File: src/rtl/risc16_mem_pkg.sv
// Shared types and constants for the risc16 memory arbiter.
// Widths, LED MMIO defaults and the arbiter state encoding.
package risc16_mem_pkg;

  localparam int ADDR_W  = 16;
  localparam int DATA_W  = 16;
  localparam int WADDR_W = ADDR_W - 1;

  localparam logic [ADDR_W-1:0] LED_ADDR0_DEF = 16'h0200;
  localparam logic [ADDR_W-1:0] LED_ADDR1_DEF = 16'h0202;

  typedef enum logic [1:0] {
    IDLE,
    I_RD,
    D_RD,
    D_WR
  } arb_state_t;

endpackage

File: src/rtl/risc16_mem_arbiter_if.sv
// Core-side fetch/data ports, SRAM port and LED outputs of the arbiter.
// slave is the arbiter view, master the core/SRAM/harness view.
interface risc16_mem_arbiter_if;
  import risc16_mem_pkg::*;

  logic [ADDR_W-1:0]  iaddr;
  logic               ioe;
  logic [DATA_W-1:0]  idin;
  logic               i_ready;
  logic [ADDR_W-1:0]  daddr;
  logic [DATA_W-1:0]  ddout;
  logic               doe;
  logic               dwe0;
  logic               dwe1;
  logic [DATA_W-1:0]  ddin;
  logic               d_ready;
  logic [WADDR_W-1:0] maddr;
  logic [DATA_W-1:0]  mdout;
  logic [DATA_W-1:0]  mdin;
  logic               moe;
  logic [1:0]         mwe;
  logic [23:0]        led;

  modport slave (
    input  iaddr, ioe, daddr, ddout, doe, dwe0, dwe1, mdin,
    output idin, i_ready, ddin, d_ready,
    output maddr, mdout, moe, mwe, led
  );

  modport master (
    output iaddr, ioe, daddr, ddout, doe, dwe0, dwe1, mdin,
    input  idin, i_ready, ddin, d_ready,
    input  maddr, mdout, moe, mwe, led
  );

endinterface

File: src/rtl/risc16_mmio_led.sv
// LED MMIO block: three byte registers, write decode and read mux.
// Word 0 holds {led_1, led_0}; word 1 holds {8'h00, led_2}.
module risc16_mmio_led
  import risc16_mem_pkg::*;
#(
  parameter logic [ADDR_W-1:0] ADDR0 = LED_ADDR0_DEF,
  parameter logic [ADDR_W-1:0] ADDR1 = LED_ADDR1_DEF
) (
  input  logic               clk,
  input  logic               rst,
  input  logic               we,
  input  logic [WADDR_W-1:0] waddr,
  input  logic [DATA_W-1:0]  wdata,
  input  logic               be0,
  input  logic               be1,
  output logic               hit,
  output logic [DATA_W-1:0]  rdata,
  output logic [23:0]        led
);

  logic [7:0] led0_q, led0_d;
  logic [7:0] led1_q, led1_d;
  logic [7:0] led2_q, led2_d;
  logic       sel0, sel1;

  always_comb begin
    sel0   = waddr == ADDR0[ADDR_W-1:1];
    sel1   = waddr == ADDR1[ADDR_W-1:1];
    hit    = sel0 | sel1;
    led0_d = led0_q;
    led1_d = led1_q;
    led2_d = led2_q;
    if (we && sel0 && be1) led0_d = wdata[7:0];
    if (we && sel0 && be0) led1_d = wdata[15:8];
    // even byte of word 1 has no register behind it
    if (we && sel1 && be1) led2_d = wdata[7:0];
    unique case (1'b1)
      sel0:    rdata = {led1_q, led0_q};
      sel1:    rdata = {8'h00, led2_q};
      default: rdata = '0;
    endcase
  end

  always_ff @(posedge clk) begin
    if (!rst) begin
      led0_q <= '0;
      led1_q <= '0;
      led2_q <= '0;
    end else begin
      led0_q <= led0_d;
      led1_q <= led1_d;
      led2_q <= led2_d;
    end
  end

  assign led = {led2_q, led1_q, led0_q};

endmodule

File: src/rtl/risc16_mem_arbiter.sv
// Shares one single-port SRAM between fetch and data ports of risc16.
// Data wins by default; fetch is forced in after STARVE_LIMIT data grants.
module risc16_mem_arbiter
  import risc16_mem_pkg::*;
#(
  parameter int                STARVE_LIMIT = 4,
  parameter logic [ADDR_W-1:0] LED_ADDR0    = LED_ADDR0_DEF,
  parameter logic [ADDR_W-1:0] LED_ADDR1    = LED_ADDR1_DEF
) (
  input  logic                 clk,
  input  logic                 rst,
  risc16_mem_arbiter_if.slave  bus
);

  localparam int            SW  = $clog2(STARVE_LIMIT + 1);
  localparam logic [SW-1:0] LIM = SW'(STARVE_LIMIT);

  arb_state_t         state_q, state_d;
  logic [SW-1:0]      starve_q, starve_d;
  logic [WADDR_W-1:0] maddr_q, maddr_d;
  logic [DATA_W-1:0]  mdout_q, mdout_d;
  logic               mmio_q, mmio_d;
  logic [DATA_W-1:0]  rdat_q, rdat_d;

  logic               d_req, d_wr, idle;
  logic               gnt_i, gnt_d, hit, led_we;
  logic [WADDR_W-1:0] dword;
  logic [DATA_W-1:0]  led_rdata;
  logic               unused_bits;

  assign unused_bits = bus.iaddr[0] ^ bus.daddr[0];
  assign dword       = bus.daddr[ADDR_W-1:1];

  always_comb begin
    d_req  = bus.doe | bus.dwe0 | bus.dwe1;
    d_wr   = bus.dwe0 | bus.dwe1;
    idle   = rst && (state_q == IDLE);
    gnt_i  = idle && bus.ioe && (!d_req || starve_q == LIM);
    gnt_d  = idle && d_req && !gnt_i;
    led_we = gnt_d && d_wr && hit;
  end

  risc16_mmio_led #(
    .ADDR0 (LED_ADDR0),
    .ADDR1 (LED_ADDR1)
  ) u_led (
    .clk   (clk),
    .rst   (rst),
    .we    (led_we),
    .waddr (dword),
    .wdata (bus.ddout),
    .be0   (bus.dwe0),
    .be1   (bus.dwe1),
    .hit   (hit),
    .rdata (led_rdata),
    .led   (bus.led)
  );

  always_ff @(posedge clk) begin
    if (!rst) begin
      state_q  <= IDLE;
      starve_q <= '0;
      maddr_q  <= '0;
      mdout_q  <= '0;
      mmio_q   <= 1'b0;
      rdat_q   <= '0;
    end else begin
      state_q  <= state_d;
      starve_q <= starve_d;
      maddr_q  <= maddr_d;
      mdout_q  <= mdout_d;
      mmio_q   <= mmio_d;
      rdat_q   <= rdat_d;
    end
  end

  always_comb begin
    state_d  = state_q;
    starve_d = starve_q;
    maddr_d  = maddr_q;
    mdout_d  = mdout_q;
    mmio_d   = mmio_q;
    rdat_d   = rdat_q;
    unique case (state_q)
      IDLE: begin
        if (gnt_i)      state_d = I_RD;
        else if (gnt_d) state_d = d_wr ? D_WR : D_RD;
      end
      default: state_d = IDLE;
    endcase
    if (!bus.ioe || gnt_i)
      starve_d = '0;
    else if (gnt_d && starve_q != LIM)
      starve_d = starve_q + SW'(1);
    if (gnt_i) maddr_d = bus.iaddr[ADDR_W-1:1];
    if (gnt_d) begin
      mmio_d = hit;
      rdat_d = led_rdata;
      if (!hit) maddr_d = dword;
      if (!hit && d_wr) mdout_d = bus.ddout;
    end
  end

  always_comb begin
    bus.maddr   = '0;
    bus.mdout   = '0;
    bus.moe     = 1'b0;
    bus.mwe     = 2'b00;
    bus.idin    = '0;
    bus.ddin    = '0;
    bus.i_ready = 1'b0;
    bus.d_ready = 1'b0;
    // holding reset also masks a ready from an access in flight
    if (rst) begin
      bus.maddr = maddr_q;
      bus.mdout = mdout_q;
      unique case (state_q)
        IDLE: begin
          if (gnt_i) begin
            bus.maddr = bus.iaddr[ADDR_W-1:1];
            bus.moe   = 1'b1;
          end else if (gnt_d && !hit) begin
            bus.maddr = dword;
            if (d_wr) begin
              bus.mdout = bus.ddout;
              bus.mwe   = {bus.dwe0, bus.dwe1};
            end else begin
              bus.moe = 1'b1;
            end
          end
        end
        I_RD: begin
          bus.idin    = bus.mdin;
          bus.i_ready = 1'b1;
        end
        D_RD: begin
          bus.ddin    = mmio_q ? rdat_q : bus.mdin;
          bus.d_ready = 1'b1;
        end
        D_WR:    bus.d_ready = 1'b1;
        default: ;
      endcase
    end
  end

endmodule
File: src/flat_wrapper.sv
// flat-port wrapper written by rule: the top's interface ports become plain ports
module risc16_mem_arbiter_flat import risc16_mem_pkg::*;
#(
  parameter int                STARVE_LIMIT = 4,
  parameter logic [ADDR_W-1:0] LED_ADDR0    = LED_ADDR0_DEF,
  parameter logic [ADDR_W-1:0] LED_ADDR1    = LED_ADDR1_DEF
)
  (clk, rst, bus_iaddr, bus_ioe, bus_daddr, bus_ddout, bus_doe, bus_dwe0, bus_dwe1, bus_mdin, bus_idin, bus_i_ready, bus_ddin, bus_d_ready, bus_maddr, bus_mdout, bus_moe, bus_mwe, bus_led);
  risc16_mem_arbiter_if bus_i ();
  input  logic clk;
  input  logic rst;
  input wire logic [$bits(bus_i.iaddr)-1:0] bus_iaddr;
  input wire logic [$bits(bus_i.ioe)-1:0] bus_ioe;
  input wire logic [$bits(bus_i.daddr)-1:0] bus_daddr;
  input wire logic [$bits(bus_i.ddout)-1:0] bus_ddout;
  input wire logic [$bits(bus_i.doe)-1:0] bus_doe;
  input wire logic [$bits(bus_i.dwe0)-1:0] bus_dwe0;
  input wire logic [$bits(bus_i.dwe1)-1:0] bus_dwe1;
  input wire logic [$bits(bus_i.mdin)-1:0] bus_mdin;
  output wire logic [$bits(bus_i.idin)-1:0] bus_idin;
  output wire logic [$bits(bus_i.i_ready)-1:0] bus_i_ready;
  output wire logic [$bits(bus_i.ddin)-1:0] bus_ddin;
  output wire logic [$bits(bus_i.d_ready)-1:0] bus_d_ready;
  output wire logic [$bits(bus_i.maddr)-1:0] bus_maddr;
  output wire logic [$bits(bus_i.mdout)-1:0] bus_mdout;
  output wire logic [$bits(bus_i.moe)-1:0] bus_moe;
  output wire logic [$bits(bus_i.mwe)-1:0] bus_mwe;
  output wire logic [$bits(bus_i.led)-1:0] bus_led;
  assign bus_i.iaddr = bus_iaddr;
  assign bus_i.ioe = bus_ioe;
  assign bus_i.daddr = bus_daddr;
  assign bus_i.ddout = bus_ddout;
  assign bus_i.doe = bus_doe;
  assign bus_i.dwe0 = bus_dwe0;
  assign bus_i.dwe1 = bus_dwe1;
  assign bus_i.mdin = bus_mdin;
  assign bus_idin = bus_i.idin;
  assign bus_i_ready = bus_i.i_ready;
  assign bus_ddin = bus_i.ddin;
  assign bus_d_ready = bus_i.d_ready;
  assign bus_maddr = bus_i.maddr;
  assign bus_mdout = bus_i.mdout;
  assign bus_moe = bus_i.moe;
  assign bus_mwe = bus_i.mwe;
  assign bus_led = bus_i.led;
  risc16_mem_arbiter #(.STARVE_LIMIT(STARVE_LIMIT), .LED_ADDR0(LED_ADDR0), .LED_ADDR1(LED_ADDR1)) u_core (.clk(clk), .rst(rst), .bus(bus_i));
endmodule
File: config.mk
export PLATFORM = sky130hd
export DESIGN_NAME = risc16_mem_arbiter_flat
export DESIGN_NICKNAME = d
export VERILOG_FILES = /design/src/rtl/risc16_mem_pkg.sv /design/src/rtl/risc16_mem_arbiter_if.sv /design/src/rtl/risc16_mmio_led.sv /design/src/rtl/risc16_mem_arbiter.sv /design/src/flat_wrapper.sv
export SDC_FILE = /design/constraint.sdc
export NUM_CORES = 1
export LEC_CHECK = 0
export ABC_AREA = 1
export BUFFER_PORTS_ARGS = -buffer_cell sky130_fd_sc_hd__buf_2
export CORE_MARGIN = 2
export CORE_UTILIZATION = 40
export CTS_BUF_LIST = sky130_fd_sc_hd__clkbuf_2
export CTS_CLUSTER_SIZE = 10
export DETAILED_ROUTE_END_ITERATION = 12
export GPL_ROUTABILITY_DRIVEN = 0
export GPL_TIMING_DRIVEN = 0
export HOLD_SLACK_MARGIN = 0.03
export PLACE_DENSITY = 0.68
export SLEW_MARGIN = 40
export SYNTH_ARGS = -nofsm -noshare
export SYNTH_HDL_FRONTEND = slang
export SYNTH_SLANG_ARGS = --single-unit
File: constraint.sdc
create_clock -name clk -period 1.7 [get_ports clk]
set_input_delay 0.085 -clock clk [delete_from_list [all_inputs] [get_ports clk]]
set_output_delay 0.085 -clock clk [all_outputs]
set_load 0.1 [all_outputs]
## Word-level counts from Yosys, hierarchy flattened

Index checks and enable logic that the tools add are counted.

- Add/subtract/negate cells: 1
- Equal/unequal tests: 7
- Mux-type cells: 35
- Bitwise logic cells: 6
- Reductions and logical operators: 28

Operator list:

| cell | count |
|---|---|
| $mux W16 | 10 |
| $mux W15 | 7 |
| $pmux W16 S2 | 1 |
| $eq A15 B9 Y1 const B | 2 |
| $logic_and A1 B1 Y1 | 15 |
| $mux W1 | 12 |
| $mux W2 | 5 |
| $eq A2 B2 Y1 const B | 2 |
| $logic_not A1 Y1 | 4 |
| $or A1 B1 Y1 | 4 |
| $reduce_and A2 Y1 | 2 |
| $reduce_or A2 Y1 | 2 |
| $add A3 B1 Y3 const B | 1 |
| $eq A3 B3 Y1 const B | 1 |
| $ne A3 B3 Y1 const B | 1 |
| $reduce_or A3 Y1 | 1 |
| $eq A2 B1 Y1 const B | 1 |
| $logic_not A2 Y1 | 1 |
| $logic_or A1 B1 Y1 | 2 |
| $not A1 Y1 | 2 |
| $reduce_bool A2 Y1 | 1 |

- Register bits after elaboration: 77
- Input bits: 70
- Word-level logic and storage cells: 87

## Longest topological paths before layout

Gate-level depths: netlist of the first run.

- Depth in word-level cells: 12
- Mapped depth: 13
- Gate-level depth less buffers: 11

## Cells and area by module

From an unflattened synthesis of the first run, not the netlist that was laid out.

- Cell total of the unflattened synthesis: 709
- Area, all modules: 4355.4 sq um

Modules (own cells, without submodules):

| module | instances | cells an instance | area an instance (sq um) | sequential area each (sq um) |
|---|---|---|---|---|
| risc16_mem_arbiter | 1 | 515 | 3109.2 | 1061.0 |
| risc16_mmio_led | 1 | 194 | 1246.2 | 480.5 |

## Least setup slack after synthesis of the first run

Ideal clock, no wire load.

- Path kind: reg-to-output
- Start: reg u_core.starve_q[0]
- End: out bus_moe
- Data arrival time: 3.320 ns
- Slack: -1.705 ns
- Cell stages (with the launch flop): 10
- Path buffers: 0
- Cell sequence: dfxtp_1 -> inv_1 -> ha_1 -> nand2_1 -> nand2_1 -> nand2_2 -> nand2_4 -> nor2_1 -> inv_2 -> o21ai_0

- Word-level cells in the longest chain between the ends: 10

Ends and longest elaborated chain:

| element | RTL line | source |
|---|---|---|
| start: declaration | risc16_mem_arbiter.sv:19 | `logic [SW-1:0] starve_q, starve_d;` |
| start signal: assignment | risc16_mem_arbiter.sv:69 | `starve_q <= starve_d;` |
| $eq A3 B3 Y1 (*) | risc16_mem_arbiter.sv:38 | `gnt_i = idle && bus.ioe && (!d_req \|\| starve_q == LIM);` |
| $logic_or A1 B1 Y1 (*) | risc16_mem_arbiter.sv:38 |  |
| $logic_and A1 B1 Y1 (*) | risc16_mem_arbiter.sv:38 |  |
| $logic_not A1 Y1 | risc16_mem_arbiter.sv:39 | `gnt_d = idle && d_req && !gnt_i;` |
| $logic_and A1 B1 Y1 | risc16_mem_arbiter.sv:39 |  |
| $logic_and A1 B1 Y1 | risc16_mem_arbiter.sv:122 | `end else if (gnt_d && !hit) begin` |
| $mux W1 | risc16_mem_arbiter.sv:122 |  |
| $mux W1 (*) | risc16_mem_arbiter.sv:119 | `if (gnt_i) begin` |
| $mux W1 (*) | risc16_mem_arbiter.sv:117 | `unique case (state_q)` |
| $mux W1 (*) | risc16_mem_arbiter.sv:114 | `if (rst) begin` |
| end: declaration | flat_wrapper.sv:26 | `output wire logic [$bits(bus_i.moe)-1:0] bus_moe;` |

Every way passes the cells marked *; elsewhere a longest branch is shown, timed or not.

## Worst setup path in the final report of the first run

- Start: reg u_core.starve_q[0]
- End: out bus_maddr[13]

- Word-level cells in the longest chain between the ends: 10

Ends and longest elaborated chain:

| element | RTL line | source |
|---|---|---|
| $eq A3 B3 Y1 (*) | risc16_mem_arbiter.sv:38 |  |
| $logic_or A1 B1 Y1 (*) | risc16_mem_arbiter.sv:38 |  |
| $logic_and A1 B1 Y1 (*) | risc16_mem_arbiter.sv:38 |  |
| $logic_not A1 Y1 | risc16_mem_arbiter.sv:39 |  |
| $logic_and A1 B1 Y1 | risc16_mem_arbiter.sv:39 |  |
| $logic_and A1 B1 Y1 | risc16_mem_arbiter.sv:122 |  |
| $mux W15 | risc16_mem_arbiter.sv:122 |  |
| $mux W15 (*) | risc16_mem_arbiter.sv:119 |  |
| $mux W15 (*) | risc16_mem_arbiter.sv:117 |  |
| $mux W15 (*) | risc16_mem_arbiter.sv:114 |  |
| end: declaration | flat_wrapper.sv:24 | `output wire logic [$bits(bus_i.maddr)-1:0] bus_maddr;` |

Marked as above.

==> results of run 1 <==
## cells by family (layout without fill, tap and decap cells)
logic type	count (synthesis)	count (layout)
compound gates	82	82
flops	77	77
other cells	0	1
fa+ha+maj	2	2
simple gates	343	343
buf+inv	134	424
## metrics by stage
stage / setup TNS [ns] / total power [W]
floorplan: -9.787 / 0.003395
global placement: -15.70 / 0.003676
detailed placement: -19.35 / 0.003702
CTS: -28.10 / 0.005175
global route: -47.74 / 0.005783
finish: -38.09 / 0.005581
## power breakdown
part / switching (W) / internal [W] / total, W / leakage [nW]
combinational: 0.00170 / 0.00107 / 0.00277 / 3.13
clock: 0.000655 / 0.000181 / 0.000837 / 0.0529
sequential: 0.0000670 / 0.00190 / 0.00197 / 0.629
total: 0.00242 / 0.00316 / 0.00558 / 3.82
## routing by layer
metal / vias to the layer above / share of wire [%] / routed length [µm] / GRT usage (%)
met5: - / 0 / 0 / 0
li1: 2551 / - / - / -
met3: 99 / 5.5 / 1037 / 4.846
met2: 275 / 52 / 9859 / 53.15
met4: 0 / 5.6 / 1062 / 15.64
met1: 2559 / 37 / 7000 / 34.76
## worst max-delay path, cell delays in order (launching register included)
cell and delay [ns]:
sky130_fd_sc_hd__dfxtp_2 0.39, sky130_fd_sc_hd__inv_2 0.08, sky130_fd_sc_hd__ha_4 0.14, sky130_fd_sc_hd__nand2_4 0.06
sky130_fd_sc_hd__nand2_4 0.09, sky130_fd_sc_hd__nand2_8 0.07, sky130_fd_sc_hd__buf_6 0.12, sky130_fd_sc_hd__buf_8 0.12
sky130_fd_sc_hd__buf_6 0.12, sky130_fd_sc_hd__nand2_2 0.05, sky130_fd_sc_hd__o21bai_1 0.10, sky130_fd_sc_hd__nand3_1 0.14
sky130_fd_sc_hd__nand2_2 0.13, sky130_fd_sc_hd__clkinvlp_4 0.13, sky130_fd_sc_hd__buf_12 0.18
## worst max-delay path by stage
stage                     to  slack (ns)  cells past startpoint
5_1_grt        bus_maddr[13]       -0.96                     14
3_5_place_dp    bus_maddr[7]       -0.48                     12
2_1_floorplan   bus_idin[10]       -0.43                      5
6_report       bus_maddr[13]       -0.86                     14
4_1_cts        bus_mdout[14]       -0.77                     14
3_3_place_gp    bus_maddr[6]       -0.44                     12
## flip-flops by register name, summed over array words and instances, names as in the netlist, 2 cells and up
register	count
u_core.mdout_q	16
u_core.rdat_q	16
u_core.maddr_q	15
u_core.u_led.led0_q	8
u_core.u_led.led1_q	8
u_core.u_led.led2_q	8
u_core.starve_q	3
u_core.state_q	2
## repair_timing
action	4_1_cts	5_1_grt
setup endpoints to repair	104	140
cloned	5	1
hold endpoints to repair	58	1
hold buffers	42	1
setup buffers	49	28
pin swaps	31	48
resized for setup	372	164
## layout by cell type, fill, tap and decap left out, types with 20 or more instances in the layout
master                          synthesis  layout
sky130_fd_sc_hd__buf_12                 0      70
sky130_fd_sc_hd__inv_1                 97      62
sky130_fd_sc_hd__nand2_1              144     102
sky130_fd_sc_hd__nand2_2                3      24
sky130_fd_sc_hd__nor2_1               131      68
sky130_fd_sc_hd__dlygate4sd3_1          0      43
sky130_fd_sc_hd__buf_2                 11      95
sky130_fd_sc_hd__nand2_4                1      20
sky130_fd_sc_hd__buf_4                  1      43
sky130_fd_sc_hd__nand3_1               49      41
sky130_fd_sc_hd__buf_6                  1      38
sky130_fd_sc_hd__clkinvlp_4             0      23
sky130_fd_sc_hd__dfxtp_1               77      72
sky130_fd_sc_hd__nor2_4                 1      54
## area by class of cell
cell class | instances | share of cell area [%]
multi-input cells | 427 | 34.32
plain buffers | 26 | 2.355
clock inverters | 5 | 0.3450
inverters | 102 | 5.910
diodes | 1 | 0.03000
clock buffers | 10 | 0.6000
repair buffers | 281 | 35.83
well taps | 133 | 1.995
flip-flops and latches | 77 | 18.61
==> results_tabular.tex, run 1 <==
\begin{tabular}{lr}
\hline
Metric & Value \\
\hline
\multicolumn{2}{l}{\textbf{Yosys}} \\
Post-synthesis instance area & 0.003985 mm² \\
Adder-cell share of the synthesized area & 0.6279\% \\
Unique masters post-synth & 25 \\
Instance count of the mapped netlist & 638 \\
Area share of and/or/nand/nor cells after synthesis & 35.60\% \\
Flip-flop and latch count after synthesis & 77 \\
Share of synthesized area occupied by flip-flops and latches & 38.68\% \\
Net count after synthesis & 710 \\
Top post-synthesis cells by area & sky130\_fd\_sc\_hd\_\_dfxtp\_1 (39\%), sky130\_fd\_sc\_hd\_\_nand2\_1 (14\%), sky130\_fd\_sc\_hd\_\_nor2\_1 (12\%) \\
Main synth FF type & sky130\_fd\_sc\_hd\_\_dfxtp\_1 \\
Number of enable-type register cells in the synthesized netlist & 0 \\
Yosys warnings & 0 \\
Async S/R FF share, synth & 0\% \\
Portion of netlist area occupied by mux cells & 0\% \\
Share of Yosys cell area claimed by the top area cell type & 38.68\% \\
Fraction of synthesized cell area in xor and xnor cells & 0\% \\
Area fraction in compound gates after synthesis & 11.84\% \\
Most used standard cell by instance count after synthesis & sky130\_fd\_sc\_hd\_\_nand2\_1 \\
Commonest cells in the netlist & sky130\_fd\_sc\_hd\_\_nand2\_1 (144), sky130\_fd\_sc\_hd\_\_nor2\_1 (131), sky130\_fd\_sc\_hd\_\_inv\_1 (97), sky130\_fd\_sc\_hd\_\_dfxtp\_1 (77), sky130\_fd\_sc\_hd\_\_nand3\_1 (49) \\
Cell accounting for the most synthesized area & sky130\_fd\_sc\_hd\_\_dfxtp\_1 \\
Largest family of logic cells by synthesized area & simple AND/OR/NAND/NOR gates \\
Syn\_area\_per\_cell & 6.246 µm² \\
\multicolumn{2}{l}{\textbf{Finish}} \\
Finished Cell Area & 0.008342 mm² \\
Area of the multi-input gates & 0.002863 mm² \\
FF+latch area & 0.001553 mm² \\
Layout Nets & 996 \\
Fill count & 479 \\
Synth-to-Final Area Change & 109.3\% \\
Fraction of final layout cells with drive strength greater than 1 & 50.11\% \\
Final core utilization & 85.74\% \\
Post-route insts no fill & 1,062 \\
\multicolumn{2}{l}{\textbf{STA}} \\
Unrepaired setup endpoints after global routing & yes \\
Share of the clock period used by the worst path & 150.9\% \\
Setup WS post-layout & -0.8646 ns \\
Clock skew after layout & 0.04056 ns \\
Fin. Hold Viols & 0 \\
Max-slew violation total from the final report & 0 \\
Maximum operating frequency & 389.9 MHz \\
Final count of negative-setup-slack endpoints & 129 \\
Tightest Pin Transition & 1.112 ns \\
Smallest hold slack & 0.02867 ns \\
Tightest slew margin relative to the limit & 25.89\% \\
Post-route minimum period & 2.565 ns \\
\multicolumn{2}{l}{\textbf{Setup path}} \\
Arrival time reported for the critical path endpoint & 2.48 ns \\
Crit path max fanout & 6 \\
Cell count of the worst reg-to-reg path & 15 \\
Crit path from & u\_core.starve\_q[0]\$\_SDFFE\_PP0P\_ \\
Category of the worst setup path capture point & output pin \\
Reg2Reg Launch Point & u\_core.starve\_q[0]\$\_SDFFE\_PP0P\_ \\
Critical path class & reg -> out \\
Reg2Reg Capture Point & u\_core.maddr\_q[13]\$\_SDFF\_PN0\_ \\
Type of origin of the critical path & register \\
Worst reg-to-reg setup slack & -0.31 ns \\
Required @ worst endpoint & 1.62 ns \\
\multicolumn{2}{l}{\textbf{Drt}} \\
Residual antenna-violating net count after detailed routing & 0 \\
Total number of vias & 5,484 \\
Detailed-router iteration count before antenna repair & 5 \\
Total Wirelength & 18,960 µm \\
Drt drc & 0 \\
Via-to-Cell Ratio & 5.164 \\
Violation count after the first detailed-route iteration & 455 \\
Average wire per standard cell & 17.85 µm \\
\multicolumn{2}{l}{\textbf{Hold path}} \\
Worst hold path stage count & 6 \\
Worst-case hold path end point & u\_core.maddr\_q[11]\$\_SDFF\_PN0\_ \\
Min-Delay Startpoint & bus\_daddr[12] \\
Class of the most critical hold timing path & in -> reg \\
\multicolumn{2}{l}{\textbf{Pwr}} \\
Leakage dissipation & 3.815 nW \\
Power density over the cells & 669.1 mW/mm² \\
Worst ir drop on vdd & 0.4851 mV \\
\multicolumn{2}{l}{\textbf{Global routing}} \\
Number of global-route vias before repair & 5,304 \\
Tot GR Track Use & 30.05\% \\
Pin count of the biggest net entering global routing & 13 \\
First-pass GRT wire length & 26,270 µm \\
Antenna violations before repair & 1 \\
Global-route congestion overflow total & 0 \\
\multicolumn{2}{l}{\textbf{Flow run}} \\
\# Max-Cap Violations & 0 \\
\multicolumn{2}{l}{\textbf{Floorplan}} \\
Core region area & 0.009729 mm² \\
Die Area & 0.01078 mm² \\
Vertical die dimension & 103.8 µm \\
Initial cell density of the core & 40.96\% \\
Die outline width & 103.8 µm \\
Number of top-level design ports & 162 \\
Num rows & 36 \\
\multicolumn{2}{l}{\textbf{CTS}} \\
Number of sinks handled by clock tree synthesis & 77 \\
CTS tree & built \\
Clock slew seen by the registers of the worst setup and hold paths & 0.24 ns \\
\# H-tree levels & 3 \\
Number of buffers created by CTS & 9 \\
Cell at the root of the clock tree & sky130\_fd\_sc\_hd\_\_clkbuf\_2 \\
Later-pin clock latency in the skew report & 0.54 ns \\
Max clock buf depth & 2 \\
\multicolumn{2}{l}{\textbf{Place}} \\
Area after detailed placement & 0.005431 mm² \\
Post-placement cell count & 930 \\
Count of port buffers added during placement & 159 \\
Post-DP HPWL & 9543 µm \\
Worst Setup Slack post-DPL & -0.4816 ns \\
\multicolumn{2}{l}{\textbf{Status}} \\
Outcome & finished, violations left \\
Violated checks & negative setup slack \\
\hline
\end{tabular}
Power figures use the tool's default switching activity.
==> inputs of run 2 (changes only) <==
--- a/config.mk
+++ b/config.mk
@@ -14,9 +14,10 @@
 export DETAILED_ROUTE_END_ITERATION = 12
 export GPL_ROUTABILITY_DRIVEN = 0
 export GPL_TIMING_DRIVEN = 0
-export HOLD_SLACK_MARGIN = 0.03
+export HOLD_SLACK_MARGIN = 0.02
 export PLACE_DENSITY = 0.68
 export SLEW_MARGIN = 40
 export SYNTH_ARGS = -nofsm -noshare
 export SYNTH_HDL_FRONTEND = slang
 export SYNTH_SLANG_ARGS = --single-unit
+export TNS_END_PERCENT = 20
==> results_tabular.tex, run 2 (synthesis gave the netlist of run 1 again) <==
\begin{tabular}{lr}
\hline
Metric & Value \\
\hline
\multicolumn{2}{l}{\textbf{CTS}} \\
CTS tree & built (unchanged) \\
Later-pin clock latency in the skew report & 0.55 ns (was 0.54 ns) \\
Max clock buf depth & 2 (unchanged) \\
Clock slew seen by the registers of the worst setup and hold paths & 0.21 ns (was 0.24 ns) \\
Cell at the root of the clock tree & sky130\_fd\_sc\_hd\_\_clkbuf\_2 (unchanged) \\
\# H-tree levels & 3 (unchanged) \\
Number of buffers created by CTS & 9 (unchanged) \\
Number of sinks handled by clock tree synthesis & 77 (unchanged) \\
\multicolumn{2}{l}{\textbf{Drt}} \\
Via-to-Cell Ratio & 5.127 (was 5.164) \\
Drt drc & 0 (unchanged) \\
Detailed-router iteration count before antenna repair & 5 (unchanged) \\
Average wire per standard cell & 17.04 µm (was 17.85 µm) \\
Total number of vias & 5,235 (was 5,484) \\
Violation count after the first detailed-route iteration & 428 (was 455) \\
Total Wirelength & 17,400 µm (was 18,960 µm) \\
Residual antenna-violating net count after detailed routing & 0 (unchanged) \\
\multicolumn{2}{l}{\textbf{Global routing}} \\
Number of global-route vias before repair & 5,147 (was 5,304) \\
Global-route congestion overflow total & 0 (unchanged) \\
Antenna violations before repair & 0 (was 1) \\
Pin count of the biggest net entering global routing & 14 (was 13) \\
First-pass GRT wire length & 25,410 µm (was 26,270 µm) \\
Tot GR Track Use & 29.22\% (was 30.05\%) \\
\multicolumn{2}{l}{\textbf{Setup path}} \\
Cell count of the worst reg-to-reg path & 11 (was 15) \\
Category of the worst setup path capture point & output pin (unchanged) \\
Crit path max fanout & 8 (was 6) \\
Reg2Reg Launch Point & u\_core.state\_q[0]\$\_SDFFE\_PP0P\_ (was u\_core.starve\_q[0]\$\_SDFFE\_PP0P\_) \\
Type of origin of the critical path & register (unchanged) \\
Worst reg-to-reg setup slack & -0.17 ns (was -0.31 ns) \\
Reg2Reg Capture Point & u\_core.mdout\_q[14]\$\_SDFFE\_PN0P\_ (was u\_core.maddr\_q[13]\$\_SDFF\_PN0\_) \\
Critical path class & reg -> out (unchanged) \\
Required @ worst endpoint & 1.62 ns (about the same) \\
Arrival time reported for the critical path endpoint & 2.47 ns (was 2.48 ns) \\
\multicolumn{2}{l}{\textbf{Pwr}} \\
Power density over the cells & 727.2 mW/mm² (was 669.1 mW/mm²) \\
Worst ir drop on vdd & 0.5122 mV (was 0.4851 mV) \\
Leakage dissipation & 3.581 nW (was 3.815 nW) \\
Sum of internal, switching and leakage power & 0.005377 W (was 0.005581 W) \\
\multicolumn{2}{l}{\textbf{STA}} \\
Maximum operating frequency & 392.0 MHz (was 389.9 MHz) \\
Setup WS post-layout & -0.8507 ns (was -0.8646 ns) \\
Max-slew violation total from the final report & 0 (unchanged) \\
Tightest slew margin relative to the limit & 42.91\% (was 25.89\%) \\
Final total negative setup slack & -36.06 ns (was -38.09 ns) \\
Final count of negative-setup-slack endpoints & 124 (was 129) \\
Post-route minimum period & 2.551 ns (was 2.565 ns) \\
Tightest Pin Transition & 0.8563 ns (was 1.112 ns) \\
Smallest hold slack & 0.06493 ns (was 0.02867 ns) \\
Unrepaired setup endpoints after global routing & yes (unchanged) \\
Fin. Hold Viols & 0 (unchanged) \\
Clock skew after layout & 0.04305 ns (was 0.04056 ns) \\
Share of the clock period used by the worst path & 150.0\% (was 150.9\%) \\
\multicolumn{2}{l}{\textbf{Place}} \\
Post-DP HPWL & 9449 µm (was 9543 µm) \\
Count of port buffers added during placement & 159 (unchanged) \\
Area after detailed placement & 0.005207 mm² (was 0.005431 mm²) \\
Worst Setup Slack post-DPL & -0.5398 ns (was -0.4816 ns) \\
\multicolumn{2}{l}{\textbf{Finish}} \\
Fill count & 700 (was 479) \\
Diodes inserted & 0 (was 1) \\
Synth-to-Final Area Change & 85.56\% (was 109.3\%) \\
Top flop regs & u\_core.mdout\_q x16, u\_core.rdat\_q x16, u\_core.maddr\_q x15 (unchanged) \\
Finished Cell Area & 0.007395 mm² (was 0.008342 mm²) \\
Fraction of final layout cells with drive strength greater than 1 & 40.20\% (was 50.11\%) \\
Layout Nets & 955 (was 996) \\
Highest-count cells in the layout ignoring fill and taps & sky130\_fd\_sc\_hd\_\_nand2\_1 (116), sky130\_fd\_sc\_hd\_\_buf\_2 (94), sky130\_fd\_sc\_hd\_\_nor2\_1 (84) (was sky130\_fd\_sc\_hd\_\_nand2\_1 (102), sky130\_fd\_sc\_hd\_\_buf\_2 (95), sky130\_fd\_sc\_hd\_\_dfxtp\_1 (72)) \\
Most common cell after layout, fill and taps aside & sky130\_fd\_sc\_hd\_\_nand2\_1 (unchanged) \\
\multicolumn{2}{l}{\textbf{Floorplan}} \\
Number of top-level design ports & 162 (unchanged) \\
Initial cell density of the core & 40.96\% (unchanged) \\
Num rows & 36 (unchanged) \\
Vertical die dimension & 103.8 µm (unchanged) \\
Die outline width & 103.8 µm (unchanged) \\
Die Area & 0.01078 mm² (unchanged) \\
Core region area & 0.009729 mm² (unchanged) \\
\multicolumn{2}{l}{\textbf{Hold path}} \\
Worst hold path stage count & 6 (unchanged) \\
Min-Delay Startpoint & bus\_daddr[4] (was bus\_daddr[12]) \\
Worst-case hold path end point & u\_core.maddr\_q[3]\$\_SDFF\_PN0\_ (was u\_core.maddr\_q[11]\$\_SDFF\_PN0\_) \\
Class of the most critical hold timing path & in -> reg (unchanged) \\
\multicolumn{2}{l}{\textbf{Status}} \\
Outcome & finished, violations left (unchanged) \\
Violated checks & negative setup slack (unchanged) \\
\multicolumn{2}{l}{\textbf{Flow run}} \\
\# Max-Cap Violations & 0 (unchanged) \\
\hline
\end{tabular}
==> run 2: cell types whose count changed in the layout (fill, tap and decap cells not counted), sizes merged <==
cell | previous run | this run
diode | 1 | 0
buf | 255 | 207
bufinv | 0 | 1
dlygate4sd3 | 43 | 47
inv | 80 | 98
clkbuf | 19 | 22
clkinvlp | 23 | 5
==> run 2: area by class of cell <==
type	count	area (µm²)	share of cell area (%)
Timing Repair Buffer	234	2335	31.57
Clock buffer	10	50.05	0.6768
Multi-Input combinational cell	427	2557	34.59
Tap cell	133	166.4	2.250
Buffer	32	257.7	3.486
Clock inverter	6	63.81	0.8629
Sequential cell	77	1546	20.91
Inverter	102	417.9	5.651
==> run 2: how the worst max path moves through the flow <==
stage / start / end
2_1_floorplan: u_core.state_q[0]$_SDFFE_PP0P_ / bus_idin[10]
6_report: u_core.state_q[0]$_SDFFE_PP0P_ / bus_mdout[2]
5_1_grt: u_core.state_q[0]$_SDFFE_PP0P_ / bus_mdout[2]
3_3_place_gp: u_core.starve_q[1]$_SDFFE_PP0P_ / bus_maddr[13]
3_5_place_dp: u_core.starve_q[0]$_SDFFE_PP0P_ / bus_maddr[12]
4_1_cts: u_core.starve_q[0]$_SDFFE_PP0P_ / bus_mdout[5]
==> run 2: where the power goes <==
| part | internal, W | leakage [nW] | switching [W] |
|---|---|---|---|
| clock network | 0.000343 | 0.0695 | 0.000691 |
| registers | 0.00190 | 0.629 | 0.0000638 |
| logic | 0.000851 | 2.88 | 0.00152 |
| total | 0.00310 | 3.58 | 0.00228 |
==> run 2: through the flow <==
stage / utilization, % / instances
after floorplan: - / 638
after detailed placement: 53.52 / 930
final: 76.00 / 1021
after CTS: 72.12 / 1009
after global placement: 53.52 / 930
after global routing: 76.00 / 1021
==> run 2: repair_timing <==
action                                  in CTS  in global routing
pin swaps                                   16                 21
resized for setup                          309                 76
cloned                                       2                  1
buffers inserted                            14                 12
endpoints found under the setup margin     113                137
endpoints found under the hold margin       59                  0
hold buffers                                47                  0
==> run 2: per-layer routing <==
| layer | vias to the layer above | routed length [µm] | GRT usage (%) |
|---|---|---|---|
| li1 | 2456 | - | - |
| met1 | 2347 | 6239 | 31.58 |
| met2 | 329 | 8774 | 51.46 |
| met3 | 103 | 1258 | 6.482 |
| met4 | 0 | 1128 | 18.53 |
| met5 | - | 0 | 0 |
==> run 2: critical path, stage by stage, from the launching register on <==
cell                      delay, ns
sky130_fd_sc_hd__dfxtp_2       0.38
sky130_fd_sc_hd__nor2_1        0.12
sky130_fd_sc_hd__nand2_2       0.10
sky130_fd_sc_hd__a21oi_4       0.25
sky130_fd_sc_hd__nand2_8       0.11
sky130_fd_sc_hd__nor2_4        0.17
sky130_fd_sc_hd__nand2_4       0.14
sky130_fd_sc_hd__o21ai_0       0.37
sky130_fd_sc_hd__nor2_2        0.05
sky130_fd_sc_hd__buf_4         0.24
